--- src/rtl/team_06_pkg.sv ---
// Shared types and constants for the volume control slice.
package team_06_pkg;

  localparam int VOL_W = 4;
  localparam logic [VOL_W-1:0] VOL_MAX = 4'd15;

  typedef enum logic [2:0] {
    ACTIVE,
    RAMP,
    MUTE_RAMP,
    MUTED,
    UNMUTE_RAMP
  } vol_state_t;

endpackage

--- src/rtl/team_06_btn_repeat.sv ---
// Button edge detector with hold-to-repeat; emits a registered one-cycle step pulse.
// The first step follows the rising edge; further steps after REPEAT_DELAY, then every REPEAT_RATE.
module team_06_btn_repeat #(
  parameter int REPEAT_DELAY = 500_000,
  parameter int REPEAT_RATE  = 100_000
) (
  input  logic clk,
  input  logic rst,
  input  logic btn,
  input  logic hold_off,
  output logic step
);

  localparam int CMAX = (REPEAT_DELAY > REPEAT_RATE) ? REPEAT_DELAY : REPEAT_RATE;
  localparam int CW   = $clog2(CMAX + 1);
  localparam logic [CW-1:0] DLY_LAST  = CW'(REPEAT_DELAY - 1);
  localparam logic [CW-1:0] RATE_LAST = CW'(REPEAT_RATE - 1);

  logic          btn_prev_q;
  logic [CW-1:0] cnt_q, cnt_d;
  logic          rep_q, rep_d;
  logic          step_q, step_d;

  // rep_q selects the repeat-rate interval once the initial delay has elapsed
  always_comb begin
    cnt_d  = '0;
    rep_d  = 1'b0;
    step_d = 1'b0;
    if (btn && !hold_off) begin
      if (!btn_prev_q) begin
        step_d = 1'b1;
      end else if (cnt_q == (rep_q ? RATE_LAST : DLY_LAST)) begin
        step_d = 1'b1;
        rep_d  = 1'b1;
      end else begin
        cnt_d = cnt_q + 1'b1;
        rep_d = rep_q;
      end
    end
  end

  always_ff @(posedge clk or posedge rst) begin
    if (rst) begin
      btn_prev_q <= 1'b0;
      cnt_q      <= '0;
      rep_q      <= 1'b0;
      step_q     <= 1'b0;
    end else begin
      btn_prev_q <= btn;
      cnt_q      <= cnt_d;
      rep_q      <= rep_d;
      step_q     <= step_d;
    end
  end

  assign step = step_q;

endmodule

--- src/rtl/team_06_volume_ctrl.sv ---
// Turns up/down/mute buttons into a target volume and a sample-aligned one-step-at-a-time
// applied volume plus shifter enable; fades in from 0 after reset.
module team_06_volume_ctrl
  import team_06_pkg::*;
#(
  parameter int REPEAT_DELAY = 500_000,
  parameter int REPEAT_RATE  = 100_000,
  parameter int RAMP_TICKS   = 4,
  parameter int VOL_RESET    = 8
) (
  input  logic             clk,
  input  logic             rst,
  input  logic             btn_up,
  input  logic             btn_down,
  input  logic             btn_mute,
  input  logic             sample_tick,
  output logic [VOL_W-1:0] volume,
  output logic             enable_volume,
  output logic [VOL_W-1:0] target_vol,
  output logic             muted,
  output logic             busy
);

  localparam int TW = (RAMP_TICKS > 1) ? $clog2(RAMP_TICKS) : 1;
  localparam logic [TW-1:0]    TICK_LAST  = TW'(RAMP_TICKS - 1);
  localparam logic [VOL_W-1:0] TARGET_RST = VOL_W'(VOL_RESET);

  logic             up_step, dn_step, hold_off;
  logic             mute_prev_q, mute_edge_q, mute_edge_d;
  logic [VOL_W-1:0] target_q, target_d;
  logic [VOL_W-1:0] vol_q, vol_d;
  logic [VOL_W-1:0] goal;
  logic [TW-1:0]    tick_q, tick_d;
  vol_state_t       state_q, state_d;

  assign hold_off = btn_up & btn_down;

  team_06_btn_repeat #(
    .REPEAT_DELAY(REPEAT_DELAY),
    .REPEAT_RATE (REPEAT_RATE)
  ) u_rep_up (
    .clk     (clk),
    .rst     (rst),
    .btn     (btn_up),
    .hold_off(hold_off),
    .step    (up_step)
  );

  team_06_btn_repeat #(
    .REPEAT_DELAY(REPEAT_DELAY),
    .REPEAT_RATE (REPEAT_RATE)
  ) u_rep_dn (
    .clk     (clk),
    .rst     (rst),
    .btn     (btn_down),
    .hold_off(hold_off),
    .step    (dn_step)
  );

  // Mute edge is registered so it lines up with the registered volume steps
  assign mute_edge_d = btn_mute & ~mute_prev_q;

  always_comb begin
    target_d = target_q;
    if (up_step && !dn_step && target_q != VOL_MAX) begin
      target_d = target_q + 1'b1;
    end else if (dn_step && !up_step && target_q != '0) begin
      target_d = target_q - 1'b1;
    end
  end

  assign goal = (state_q == MUTE_RAMP || state_q == MUTED) ? '0 : target_q;

  always_comb begin
    vol_d  = vol_q;
    tick_d = tick_q;
    if (vol_q == goal) begin
      tick_d = '0;
    end else if (sample_tick) begin
      if (tick_q == TICK_LAST) begin
        tick_d = '0;
        vol_d  = (vol_q < goal) ? vol_q + 1'b1 : vol_q - 1'b1;
      end else begin
        tick_d = tick_q + 1'b1;
      end
    end
  end

  // Goal checks use the post-edge volume so the state settles on the same edge as the last step
  always_comb begin
    state_d = state_q;
    case (state_q)
      ACTIVE: begin
        if (mute_edge_q)                state_d = MUTE_RAMP;
        else if (target_d != target_q)  state_d = RAMP;
      end
      RAMP: begin
        if (mute_edge_q)                state_d = MUTE_RAMP;
        else if (vol_d == target_d)     state_d = ACTIVE;
      end
      MUTE_RAMP: begin
        if (mute_edge_q)                state_d = RAMP;
        else if (vol_d == '0)           state_d = MUTED;
      end
      MUTED: begin
        if (mute_edge_q)                state_d = UNMUTE_RAMP;
      end
      UNMUTE_RAMP: begin
        if (mute_edge_q)                state_d = MUTE_RAMP;
        else if (vol_d == target_d)     state_d = ACTIVE;
      end
      default:                          state_d = RAMP;
    endcase
  end

  always_ff @(posedge clk or posedge rst) begin
    if (rst) begin
      mute_prev_q <= 1'b0;
      mute_edge_q <= 1'b0;
      target_q    <= TARGET_RST;
      vol_q       <= '0;
      tick_q      <= '0;
      state_q     <= RAMP;
    end else begin
      mute_prev_q <= btn_mute;
      mute_edge_q <= mute_edge_d;
      target_q    <= target_d;
      vol_q       <= vol_d;
      tick_q      <= tick_d;
      state_q     <= state_d;
    end
  end

  always_comb begin
    enable_volume = (state_q != MUTED);
    muted         = (state_q == MUTE_RAMP) || (state_q == MUTED);
    busy          = (state_q == RAMP) || (state_q == MUTE_RAMP) || (state_q == UNMUTE_RAMP);
  end

  assign volume     = vol_q;
  assign target_vol = target_q;

endmodule

--- config.mk ---
export PLATFORM = sky130hd
export DESIGN_NAME = team_06_volume_ctrl
export DESIGN_NICKNAME = d
export VERILOG_FILES = /design/src/rtl/team_06_pkg.sv /design/src/rtl/team_06_btn_repeat.sv /design/src/rtl/team_06_volume_ctrl.sv
export SDC_FILE = /design/constraint.sdc
export NUM_CORES = 1
export LEC_CHECK = 0
export BUFFER_PORTS_ARGS = -buffer_cell sky130_fd_sc_hd__buf_2
export CAP_MARGIN = 20
export CORE_MARGIN = 4
export CORE_UTILIZATION = 60
export CTS_CLUSTER_DIAMETER = 60
export CTS_CLUSTER_SIZE = 25
export DETAILED_ROUTE_END_ITERATION = 8
export PLACE_DENSITY = 0.87
export SYNTH_ARGS = -nofsm -noshare
export SYNTH_HDL_FRONTEND = slang
export SYNTH_HIERARCHICAL = 1
export SYNTH_SLANG_ARGS = --single-unit
--- constraint.sdc ---
create_clock -name clk -period 3.3 [get_ports clk]
set_input_delay 0 -clock clk [delete_from_list [all_inputs] [get_ports clk]]
set_output_delay 0 -clock clk [all_outputs]
set_load 0.005 [all_outputs]
==> metrics, run 1 <==
status finished clean; final RePlAce weighted congestion roughly 0.84; Max Slew Vio Count 0; CTS clk-pin slew, worst paths ~0.070 ns; ANT nets after route 0; leading cell type in the layout, fill and taps excluded dfrtp_1; CP max FO 7; RR Startpoint state_q[1]; H-tree depth 3; sequential cell area fraction in the yosys report a little over two fifths; Buffers on Ports 16; clk sinks 59; CP most frequent cell nand2_1; largest family of logic cells by synthesized area simple AND/OR/NAND/NOR gates; pin slew with the least headroom to its limit 0.875 ns; Met2 Wirelength 3.53 mm; most frequent cells in the layout 56 x dfrtp_1, 40 x nor3_1, 29 x xnor2_1, 23 x inv_1, 21 x nand2_1; final setup violation count 0; FMAX between 0.3 and 0.4 GHz; share of the synthesized area in the top cell type between 40% and 50%; pin count of the biggest net entering global routing 23; Synth Area in Adders under 10%; # diodes 0; DR vias/cell 6.26; die span in x 83.1 microns; dpl hpwl 4.81 mm; layout cells sized above 1 13.1%; Critical Path RT 3.55 ns; max cap viols 0; CTS tree built; core area roughly 5500 sq um; Synth Area in Compound Gates a little under a tenth; FP Rows 27; Main synth FF type dfrtp_1; Syn Area/Cell slightly below 10 sq um; WL met1 ~3.1 mm; total gr overflow 0; Synth Register Bits 59; met3 WL roughly 340 microns; Fin Clk Skew about 0.012 ns; CP peak stage delay 0.46 ns; CTS max path bufs 2; unrepaired setup endpoints after global routing no; first-pass GRT wire length roughly 13 mm; Top Metal Used met4; crit path cell chain nand2b_4, nand2_1, ha_1, nor2b_1, o211ai_1, nand2_1, ha_1, a21oi_1, nand2_1, a211o_1, a21o_1, a2111oi_0, a211oi_1; syn nets 365; Async SR Flop Fraction between 90% and 100%; Slowest-stage cell, CP dfrtp_2; CP Capture Type register; root buffer cell clkbuf_8; Total Wirelength 7.17 mm; Yosys top cell by area dfrtp_1; post-layout net count 386; crit share post-route a little over nine tenths; Initial Util 61.5%; setup TNS 0 ns; crit path launch state_q[1]; synth warn 6; CP Class register to register; XOR/XNOR Fraction of Synth Area under 10%; DRC violations left 0; Setup crit start kind register; multiplexer share of the synthesized area 1.26%; Die H 83.1 microns; area delta synth->final 12.3%; Vias about 2800; EDFF count, synth 0; clk_lat worst skew 0.34 ns; top cells by area, synth dfrtp_1 42%, xnor2_1 7.5%, nor3_1 5.9%; # IOs 17; Max-slew headroom 41.5%; reg2reg setup slack roughly 0.093 ns; antenna violations before repair 0; Starting DRT DRC Count 250; final hold vios 0; Die ar. roughly 7000 sq um; GRT Total Usage between 20% and 30%; area of the mapped netlist roughly 3400 sq um; crit path DAT roughly 3.5 ns; post-synthesis simple-gate area fraction between 20% and 30%; drt first pass iters 5; Max VDD drop around 0.44 mV; Power Dens Cells ~710 nW/um^2; Netlist cell types slightly above 50; vias in the first global route roughly 2800; WL per Instance around 16 microns; Cells after Synth 347; minimum clock period ~3.2 ns; Inserted Clock Buffers 9; Hold Crit Class primary input to asynchronous set/reset pin; Leak about 1.5 nW; final core occ between 60 and 70%
## layout make-up
cell class,instances,area [sq um]
multi-input combinational,253,1770
fill,389,1700
sequential,59,1480
clock buffer,11,141
timing repair buffer,22,138
clock inverter,5,100
tap,72,90.1
inverter,23,86.3
## critical path: cells and delay by family, from the launching register on
family / cells / cell delay [ns]
adder cells (fa/ha/maj): 2 / 0.67
AND/OR/NAND/NOR: 5 / 0.58
AO/OA/AOI/OAI: 6 / 1.42
flip-flops: 1 / 0.46
## layer usage
| metal | global-route usage, % | vias to the layer above |
|---|---|---|
| li1 | - | 1320 |
| met1 | 29.4 | 1357 |
| met2 | 35.7 | 89 |
| met3 | 2.98 | 20 |
| met4 | 11.4 | 0 |
| met5 | 0 | - |
## report_power, final
group          switching (mW)  total (mW)  internal [mW]
Combinational           0.514       0.948          0.434
Clock                   0.283       0.803          0.520
Sequential              0.129       0.949          0.820
## flip-flops by register name, summed over array words and instances, names as in the netlist
signal               count
target_vol               4
u_rep_up/step            1
u_rep_dn/step            1
u_rep_dn/rep_q           1
volume                   4
u_rep_up/cnt_q          19
state_q                  3
tick_q                   2
u_rep_dn/btn_prev_q      1
mute_edge_q              1
mute_prev_q              1
u_rep_up/btn_prev_q      1
u_rep_up/rep_q           1
u_rep_dn/cnt_q          19
## worst paths after layout
kind	to	depth (start not counted)
max in group asynchronous	u_rep_dn/step	3
min in group clk	mute_prev_q	2
max reg2reg	state_q[0]	13
min reg2reg	mute_edge_q	1
max	state_q[0]	13
min	tick_q[0]	3
## through the flow
stage / hold slack (ns) / power [mW] / setup slack [ns] / area, sq um / cells
after floorplan: -0.100 / 1.62 / 0.353 / 3390 / 347
after global placement: 0.104 / 1.81 / 0.254 / 3510 / 424
after detailed placement: 0.116 / 1.88 / 0.0778 / 3510 / 424
after CTS: 0.292 / 2.69 / 0.0534 / 3800 / 445
after global routing: 0.320 / 2.87 / 0.00349 / 3810 / 445
final: 0.295 / 2.70 / 0.0933 / 3810 / 445
## logic make-up (layout without fill, tap and decap cells)
group	count (synthesis)	in the layout
AO/OA/AOI/OAI	42	42
flip-flops	59	59
multiplexers	4	4
AND/OR/NAND/NOR	159	159
adder cells (fa/ha/maj)	12	12
buffers and inverters	35	61
XOR/XNOR	36	36
## cell usage after synthesis (all sizes together) (2+ instances only)
cell type   n
dfstp       2
nor4       19
buf         7
or4         3
nor2b       6
nand2      21
a31o        2
nand2b      5
a21oi      12
dfrtp      57
nand3      17
nand3b      5
ha         11
or3         3
mux2i       2
mux2        2
nor3       40
xor2        6
inv        23
nand4      12
o31ai       2
and3        3
nor2       13
o2111a      2
and2        2
o21ai       4
o211ai      2
xnor2      29
clkbuf      5
nand4bb     2
o2111ai     2
a211oi      7
nand4b      3
nor3b       4
## what timing repair did
item / in CTS / in global routing
gates resized for setup: 0 / 2
setup buffers: 0 / 0
setup endpoints to repair: 0 / 2
endpoints found under the hold margin: 64 / 0
hold buffers: 5 / 0
Note: power is estimated with default switching activity, not from simulation.
==> inputs of run 2 (changes only) <==
==> constraint.sdc (replaced) <==
create_clock -name clk -period 3.1 [get_ports clk]
set_input_delay 0 -clock clk [delete_from_list [all_inputs] [get_ports clk]]
set_output_delay 0 -clock clk [all_outputs]
set_load 0.005 [all_outputs]
==> run 2 against run 1 <==
Combinational power is 22% higher. Largest power group is now combinational logic. Critical path type unchanged. Register-to-register slack better by 0.06 ns. Sequential share of layout area is 0.058 points lower. Clock skew is 0.0027 ns lower.
==> metrics, run 2 (synthesized netlist as in run 1, its figures left out) <==
max cap viols 0; Placed Instances 428; Regs by FF count u_rep_dn/cnt_q: 19 flops, u_rep_up/cnt_q: 19 flops; Setup crit start kind register; Psw between 1 and 1.5 mW; drt first pass iters 4; Die ar. 6910 sq um; FP Rows 27; non-filler cells, final 449; Max-slew headroom 43.1%; most frequent cells in the layout 57 x dfrtp_1, 40 x nor3_1, 29 x xnor2_1, 22 x inv_1, 20 x nand2_1; CTS max path bufs 2; FMAX approximately 0.34 GHz; H-tree depth 3; CP Capture Type register; crit share post-route a little over nine tenths; final RePlAce weighted congestion about 0.86; Hold Crit Class primary input to asynchronous set/reset pin; Total Wirelength slightly above 7 mm; setup TNS 0 ns; Leak 1.49 nW; final setup violation count 0; DRC violations left 0; # diodes 0; CP Class register to register; Buffers on Ports 16; Comb power frac around two fifths; total gr overflow 0; FILL cells around 430; CP max FO 5; clk sinks 59; DR vias/cell 6.14; post-layout net count 390; root buffer cell clkbuf_8; sequential power share between 30% and 40%; area delta synth->final 12.4%; unrepaired setup endpoints after global routing no; Critical Path RT 3.32 ns; layout cells sized above 1 14.9%; CTS tree built; Max Slew Vio Count 0; dpl hpwl around 5 mm; core area 5510 sq um; vias in the first global route roughly 2700; Max VDD drop 0.556 mV; Inserted Clock Buffers 9; internal power component 1.79 mW; die span in x between 80 and 90 microns; crit path DAT around 3.2 ns; Die H 83.1 microns; CTS clk-pin slew, worst paths roughly 0.070 ns; Power Dens Cells about 740 nW/um^2; final hold vios 0; status finished clean; pin slew with the least headroom to its limit about 0.85 ns; Fin Clk Skew 0.00943 ns; clock share of power 24.5%; clk_lat worst skew approximately 0.34 ns; GRT Total Usage between 20% and 30%; Sw Share 36.4%; pin count of the biggest net entering global routing 23; leading cell type in the layout, fill and taps excluded dfrtp_1; Starting DRT DRC Count 242; ANT nets after route 0; WL per Instance 16.1 microns; antenna violations before repair 0; first-pass GRT wire length between 10 and 15 mm; Initial Util about three fifths; Vias about 2800; # IOs 17; minimum clock period roughly 3.0 ns
==> run 2: metal layers <==
| layer | track usage, % | vias up | wire length [microns] |
|---|---|---|---|
| met5 | 0 | - | 0 |
| li1 | - | 1314 | - |
| met1 | 28.3 | 1348 | 3170 |
| met2 | 34.5 | 85 | 3580 |
| met3 | 5.56 | 10 | 369 |
| met4 | 9.81 | 0 | 98 |
==> run 2: area by class of cell <==
type	count	area (sq um)	share of cell area, %
clock buffers	11	141	3.71
clock inverters	5	52.6	1.38
inverters	23	86.3	2.27
multi-input cells	253	1790	47.0
flip-flops and latches	59	1480	38.8
well taps	72	90.1	2.37
repair buffers	26	168	4.40
==> run 2: timing repair <==
action,CTS,global route
resized for setup,0,7
hold buffers,5,0
setup buffers,0,0
setup endpoints to repair,0,2
hold endpoints to repair,64,0
==> run 2: path summary, 6_finish.rpt <==
kind | from | end | slack, ns | cells past startpoint
setup / recovery | state_q[1] | state_q[2] | 0.15 | 12
hold / removal | rst | volume[1] | 0.29 | 3
setup reg to reg | state_q[1] | state_q[2] | 0.15 | 12
hold reg to reg | mute_prev_q | mute_edge_q | 0.41 | 1
max in group asynchronous | rst | u_rep_dn/step | 2.17 | 3
min in group clk | btn_mute | mute_prev_q | 0.32 | 2
==> run 2: power groups by stage <==
stage / Combinational (mW) / Clock, mW / Sequential, mW
CTS: 1.09 / 0.704 / 0.961
global route: 1.30 / 0.742 / 0.988
finish: 1.16 / 0.690 / 0.973
floorplan: 0.749 / 0 / 0.980
global placement: 1.00 / 0 / 0.969
detailed placement: 1.08 / 0 / 0.975
==> run 2: worst max-delay path, cell delays in order, from the launching register on <==
cell and delay [ns]:
dfrtp_1 0.41, nand2b_4 0.11, nand2_1 0.06, ha_1 0.29, nor2b_1 0.14, o211ai_1 0.29, nand2_2 0.15, inv_2 0.09
fa_1 0.43, mux2_2 0.31, xnor2_1 0.15, nor4_1 0.29, a21oi_1 0.11
==> run 2: metrics by stage <==
step           total power, mW  worst slack, ns  util (%)  hold slack, ns  area [sq um]
4_1_cts                   2.75           0.0268      68.6           0.281          3780
3_3_place_gp              1.97            0.114      64.2           0.111          3540
6_report                  2.82            0.150      69.2           0.285          3810
5_1_grt                   3.03          0.00434      69.2           0.327          3810
2_1_floorplan             1.73            0.153         -          -0.100          3390
3_5_place_dp              2.05           0.0406      64.2           0.107          3540
